[config.mk]
export PLATFORM = sky130hd
export DESIGN_NAME = pong_match_ctrl
export DESIGN_NICKNAME = d
export VERILOG_FILES = /design/src/rtl/pong_match_ctrl.sv
export SDC_FILE = /design/constraint.sdc
export NUM_CORES = 1
export LEC_CHECK = 0
export BUFFER_PORTS_ARGS = -buffer_cell sky130_fd_sc_hd__buf_2
export CAP_MARGIN = 0
export CORE_ASPECT_RATIO = 0.6
export CORE_MARGIN = 4
export CORE_UTILIZATION = 55
export DETAILED_ROUTE_END_ITERATION = 10
export PLACE_DENSITY_LB_ADDON = 0.12
export SLEW_MARGIN = 20
export SYNTH_ARGS = -nofsm -noshare
export SYNTH_HDL_FRONTEND = slang
export SYNTH_SLANG_ARGS = --single-unit
[constraint.sdc]
create_clock -name clk_i -period 5.1 [get_ports clk_i]
set_clock_uncertainty 0.1 [all_clocks]
set_input_delay 0.255 -clock clk_i [delete_from_list [all_inputs] [get_ports clk_i]]
set_output_delay 0.255 -clock clk_i [all_outputs]
set_load 0.03 [all_outputs]
[src/rtl/pong_match_ctrl.sv]
// Pong match sequencer: owns both scores, paces serve and post-goal pauses on frame ticks,
// and detects the end of the match.
module pong_match_ctrl #(
   parameter int unsigned WIN_SCORE    = 11,
   parameter int unsigned WIN_MARGIN   = 2,
   parameter int unsigned SERVE_FRAMES = 60,
   parameter int unsigned PAUSE_FRAMES = 30
) (
   input  logic       clk_i,
   input  logic       rst_i,
   input  logic       start_i,
   input  logic       frame_tick_i,
   input  logic       goal_player_1_i,
   input  logic       goal_player_2_i,
   output logic [5:0] score_player_1_o,
   output logic [5:0] score_player_2_o,
   output logic       ball_enable_o,
   output logic       ball_reset_o,
   output logic       serve_dir_o,
   output logic       game_over_o,
   output logic [1:0] winner_o,
   output logic [2:0] state_o
);

   typedef enum logic [2:0] {
      StIdle       = 3'd0,
      StServeWait  = 3'd1,
      StPlay       = 3'd2,
      StPointPause = 3'd3,
      StGameOver   = 3'd4
   } state_e;

   localparam logic [5:0]        LP_WIN_SCORE  = 6'(WIN_SCORE);
   localparam logic signed [6:0] LP_WIN_MARGIN = 7'(WIN_MARGIN);
   localparam logic [7:0]        LP_SERVE_LAST = 8'(SERVE_FRAMES - 1);
   localparam logic [7:0]        LP_PAUSE_LAST = 8'(PAUSE_FRAMES - 1);

   state_e     r_state;
   logic [7:0] r_count;
   logic       r_start_q;
   logic [5:0] r_score_1;
   logic [5:0] r_score_2;
   logic       r_ball_enable;
   logic       r_ball_reset;
   logic       r_serve_dir;
   logic       r_game_over;
   logic [1:0] r_winner;

   logic              w_start_edge;
   logic [5:0]        w_inc_1;
   logic [5:0]        w_inc_2;
   logic signed [6:0] w_diff_1;
   logic signed [6:0] w_diff_2;
   logic              w_win_1;
   logic              w_win_2;

   assign w_start_edge = start_i & ~r_start_q;

   // Post-increment scores; only the scorer's score changes, so only the scorer can win.
   assign w_inc_1  = (r_score_1 == 6'd63) ? 6'd63 : r_score_1 + 6'd1;
   assign w_inc_2  = (r_score_2 == 6'd63) ? 6'd63 : r_score_2 + 6'd1;
   assign w_diff_1 = $signed({1'b0, w_inc_1}) - $signed({1'b0, r_score_2});
   assign w_diff_2 = $signed({1'b0, w_inc_2}) - $signed({1'b0, r_score_1});
   assign w_win_1  = ((w_inc_1 >= LP_WIN_SCORE) && (w_diff_1 >= LP_WIN_MARGIN)) ||
                     (w_inc_1 == 6'd63);
   assign w_win_2  = ((w_inc_2 >= LP_WIN_SCORE) && (w_diff_2 >= LP_WIN_MARGIN)) ||
                     (w_inc_2 == 6'd63);

   always_ff @(posedge clk_i or posedge rst_i) begin
      if (rst_i) begin
         r_state       <= StIdle;
         r_count       <= 8'd0;
         r_start_q     <= 1'b0;
         r_score_1     <= 6'd0;
         r_score_2     <= 6'd0;
         r_ball_enable <= 1'b0;
         r_ball_reset  <= 1'b0;
         r_serve_dir   <= 1'b0;
         r_game_over   <= 1'b0;
         r_winner      <= 2'b00;
      end else begin
         r_start_q    <= start_i;
         r_ball_reset <= 1'b0;
         case (r_state)
            StIdle, StGameOver: begin
               if (w_start_edge) begin
                  r_score_1    <= 6'd0;
                  r_score_2    <= 6'd0;
                  r_winner     <= 2'b00;
                  r_game_over  <= 1'b0;
                  r_serve_dir  <= 1'b0;
                  r_ball_reset <= 1'b1;
                  r_count      <= 8'd0;
                  r_state      <= StServeWait;
               end
            end
            StServeWait: begin
               if (frame_tick_i) begin
                  if (r_count == LP_SERVE_LAST) begin
                     r_ball_enable <= 1'b1;
                     r_state       <= StPlay;
                  end else begin
                     r_count <= r_count + 8'd1;
                  end
               end
            end
            StPlay: begin
               if (goal_player_1_i || goal_player_2_i) begin
                  r_ball_enable <= 1'b0;
                  r_count       <= 8'd0;
                  r_state       <= StPointPause;
                  // Simultaneous goals void the rally: nothing but the state changes.
                  if (goal_player_1_i && !goal_player_2_i) begin
                     r_score_1   <= w_inc_1;
                     r_serve_dir <= 1'b1;
                     if (w_win_1) begin
                        r_winner    <= 2'b01;
                        r_game_over <= 1'b1;
                        r_state     <= StGameOver;
                     end
                  end else if (goal_player_2_i && !goal_player_1_i) begin
                     r_score_2   <= w_inc_2;
                     r_serve_dir <= 1'b0;
                     if (w_win_2) begin
                        r_winner    <= 2'b10;
                        r_game_over <= 1'b1;
                        r_state     <= StGameOver;
                     end
                  end
               end
            end
            StPointPause: begin
               if (frame_tick_i) begin
                  if (r_count == LP_PAUSE_LAST) begin
                     r_ball_reset <= 1'b1;
                     r_count      <= 8'd0;
                     r_state      <= StServeWait;
                  end else begin
                     r_count <= r_count + 8'd1;
                  end
               end
            end
            default: begin
               r_ball_enable <= 1'b0;
               r_state       <= StIdle;
            end
         endcase
      end
   end

   assign score_player_1_o = r_score_1;
   assign score_player_2_o = r_score_2;
   assign ball_enable_o    = r_ball_enable;
   assign ball_reset_o     = r_ball_reset;
   assign serve_dir_o      = r_serve_dir;
   assign game_over_o      = r_game_over;
   assign winner_o         = r_winner;
   assign state_o          = r_state;

endmodule

==> results.sh <==
export IMPL_status="finished clean"
export IMPL_maxCapViolCount=0
export IMPL_powerDensity_nw_per_um2=363
export IMPL_first_iter_violations=137
export IMPL_ir_worst_vdd_mv=0.227
export IMPL_ctsLongestPathBuffers=2
export IMPL_ioPinCount=27
export IMPL_routedWlPerCell_um=16.3
export IMPL_h_tree_depth=2
export IMPL_vias=2299
export IMPL_finalSetupViolations=0
export IMPL_slew_headroom_pct=42.9
export IMPL_yosys_most_used_dff="dfrtp_1"
export IMPL_dp_slack_ns=1.54
export IMPL_finalSetupTns_ns=0
export IMPL_drive_above_1_share_pct=16.9
export IMPL_start_util_pct=59.3
export IMPL_grt_usage_pct=23.5
export IMPL_synth_common_cells="nand2_1 (31), dfrtp_1 (30), inv_1 (25), nor2_1 (23), o21ai_0 (20)"
export IMPL_synth_top_family_by_area="compound AO/OA/AOI/OAI gates"
export IMPL_grt_ovfl_total=0
export IMPL_drc_errors=0
export IMPL_drt_pass1_iterations=4
export IMPL_place_gp_congestion=0.947
export IMPL_synthCells=298
export IMPL_ys_types=61
export IMPL_synth_cell_area_um2=2520
export IMPL_grt_max_degree=31
export IMPL_rsz0062_at_grt="false"
export IMPL_antenna_found_initial=0
export IMPL_synth_area_per_cell_um2=8.47
export IMPL_worstSetupPathType="reg -> reg"
export IMPL_ys_seq_elements=30
export IMPL_synth_edf_count=0
export IMPL_ant_nets=0
export IMPL_cp_max_fo=8
export IMPL_synthAdderAreaFrac_pct=11.0
export IMPL_regArea_um2=751
export IMPL_cts_num_sinks=30
export IMPL_yosysTopAreaCellShare_pct=29.7
export IMPL_clk_latency_ns=0.30
export IMPL_synthArstFlopShare_pct=100
export IMPL_synth_area_leaders="dfrtp_1 (30%), ha_1 (9.4%), nand2_1 (4.6%), o21ai_0 (4.0%), inv_1 (3.7%)"
export IMPL_crit_required_ns=5.19
export IMPL_final_nets=351
export IMPL_maxSlewViolCount=0
export IMPL_cts_buffers=5
export IMPL_grt_pass1_vias=1984
export IMPL_postSynthNetCount=325
export IMPL_max_freq_mhz=274
export IMPL_wirelength_um=6290
export IMPL_die_area_um2=5770
export IMPL_die_x_um=95.5
export IMPL_worstMarginPinSlew_ns=0.855
export IMPL_core_area_um2=4260
export IMPL_clk_pin_slew_ns=0.08
export IMPL_dp_hpwl_um=4840
export IMPL_arrival_ns=3.75
export IMPL_crit_path_start_kind="register"
export IMPL_area_delta_synth_final_pct=11.7
export IMPL_finalCritPeriodShare_pct=71.6
export IMPL_yosysWarningCount=0
export IMPL_fillers=353
export IMPL_num_antenna_cells=0
export IMPL_leakagePower_nw=1.31
export IMPL_muxShareOfSynthArea_pct=0.942
export IMPL_end_kind="register"
export IMPL_setup_ws_ns=1.45
export IMPL_post_route_min_period_ns=3.65
export IMPL_root_buffer="clkbuf_8"
export IMPL_die_h_um=60.5
export IMPL_synth_most_common_cell="nand2_1"
export IMPL_hold_ws_ns=0.243
export IMPL_hold_violations=0
export IMPL_yosys_area_share_simple_pct=24.9
export IMPL_multi_input_area_um2=1630
export IMPL_via_per_inst=5.97
export IMPL_cts_tree="yes"
export IMPL_io_buffers=26
export IMPL_synth_top_area_cell="dfrtp_1"
export IMPL_min_path_type="in -> reg"
export IMPL_synth_xor_area_share_pct=2.43
export IMPL_yosysSeqAreaShare_pct=29.7
export IMPL_synth_compound_area_share_pct=25.4
export IMPL_grt_pass1_wl_um=10200
export IMPL_cts_resized_gates=0
export IMPL_row_count=18
[critical path, cell delays in order, from the launching register on]
cell      delay (ns)
dfrtp_1         0.53
ha_1            0.34
nand3_2         0.16
nor3_2          0.23
nor2b_1         0.12
ha_1            0.22
fa_1            0.42
nor2b_1         0.13
o21a_1          0.15
o211a_1         0.15
a211oi_1        0.06
o311ai_2        0.52
o21ai_0         0.17
a31o_1          0.24
[metal layers]
metal / vias to the layer above / GRT usage [%] / share of wire (%)
li1: 1135 / - / -
met1: 1063 / 40.0 / 55
met2: 93 / 28.5 / 36
met3: 8 / 5.33 / 8.2
met4: 0 / 5.26 / 0.86
met5: - / 0 / 0
[stage by stage]
| step | instance area (µm²) | util (%) | std cells | power (mW) |
|---|---|---|---|---|
| 6_report | 2820 | 66.2 | 385 | 1.02 |
| 2_1_floorplan | 2520 | - | 298 | 0.673 |
| 5_1_grt | 2820 | 66.2 | 385 | 1.10 |
| 3_3_place_gp | 2690 | 63.2 | 375 | 0.771 |
| 3_5_place_dp | 2690 | 63.2 | 375 | 0.776 |
| 4_1_cts | 2820 | 66.2 | 385 | 1.02 |
[path summary, 6_finish.rpt]
kind	endpoint	slack [ns]	startpoint	depth (start not counted)
worst max-delay path	winner_o[0]$_DFFE_PP0P_	1.45	score_player_1_o[1]$_DFFE_PP0P_	13
worst min-delay path	state_o[0]$_DFFE_PP0P_	0.24	frame_tick_i	4
worst max register to register	winner_o[0]$_DFFE_PP0P_	1.45	score_player_1_o[1]$_DFFE_PP0P_	13
worst min register to register	serve_dir_o$_DFFE_PP0P_	0.39	serve_dir_o$_DFFE_PP0P_	2
max in group asynchronous	ball_enable_o$_DFFE_PP0P_	4.11	rst_i	4
min in group asynchronous	score_player_1_o[1]$_DFFE_PP0P_	0.49	rst_i	4
[where the power goes]
group / internal, mW / switching (mW) / total (mW)
clock network: 0.144 / 0.101 / 0.245
registers: 0.278 / 0.0839 / 0.362
logic: 0.156 / 0.259 / 0.416
total: 0.578 / 0.445 / 1.02
[registers in the layout, indices dropped and copies added, names as in the netlist]
name and count:
state_o 3, serve_dir_o 1, ball_reset_o 1, score_player_1_o 6
ball_enable_o 1, winner_o 2, game_over_o 1, r_start_q 1
score_player_2_o 6, r_count 8
[logic make-up (layout without fill, tap and decap cells)]
family,Yosys count,count (layout)
AOI/OAI and AO/OA,89,89
and+or+nand+nor,114,114
adders and majority gates,21,21
muxes,2,2
xor gates and xnor gates,7,7
buffers and inverters,35,62
DFF,30,30
[area by class of cell]
type | count | share of cell area [%]
Inverter | 25 | 3.33
Timing Repair Buffer | 29 | 5.59
Sequential cell | 30 | 26.6
Clock buffer | 5 | 2.44
Clock inverter | 3 | 1.42
Multi-Input combinational cell | 233 | 57.9
Tap cell | 60 | 2.66
[repair_timing]
| item | in CTS | in global routing |
|---|---|---|
| buffers inserted | 0 | 0 |
| hold endpoints to repair | 31 | 0 |
| hold buffers | 2 | 0 |
[cells in the final DEF (no fill, tap or decap), types with 3 or more instances in the layout]
cell / synthesis / final
a221oi_1: 3 / 3
a21o_1: 3 / 3
a21oi_1: 11 / 11
nor3_1: 3 / 3
o31ai_1: 5 / 5
o21a_1: 6 / 6
nand3_1: 8 / 8
dfrtp_1: 30 / 30
buf_2: 7 / 26
and3_1: 6 / 6
nand2b_1: 4 / 4
ha_1: 19 / 19
nand4_1: 4 / 4
clkbuf_8: 0 / 5
xor2_1: 5 / 5
a211oi_2: 4 / 4
nor2b_1: 10 / 10
o21ai_1: 9 / 9
a31oi_1: 5 / 5
nor2_1: 23 / 23
o21ai_0: 20 / 20
nand2_1: 31 / 31
a22o_1: 4 / 4
inv_1: 25 / 25
Power figures use the tool's default switching activity.
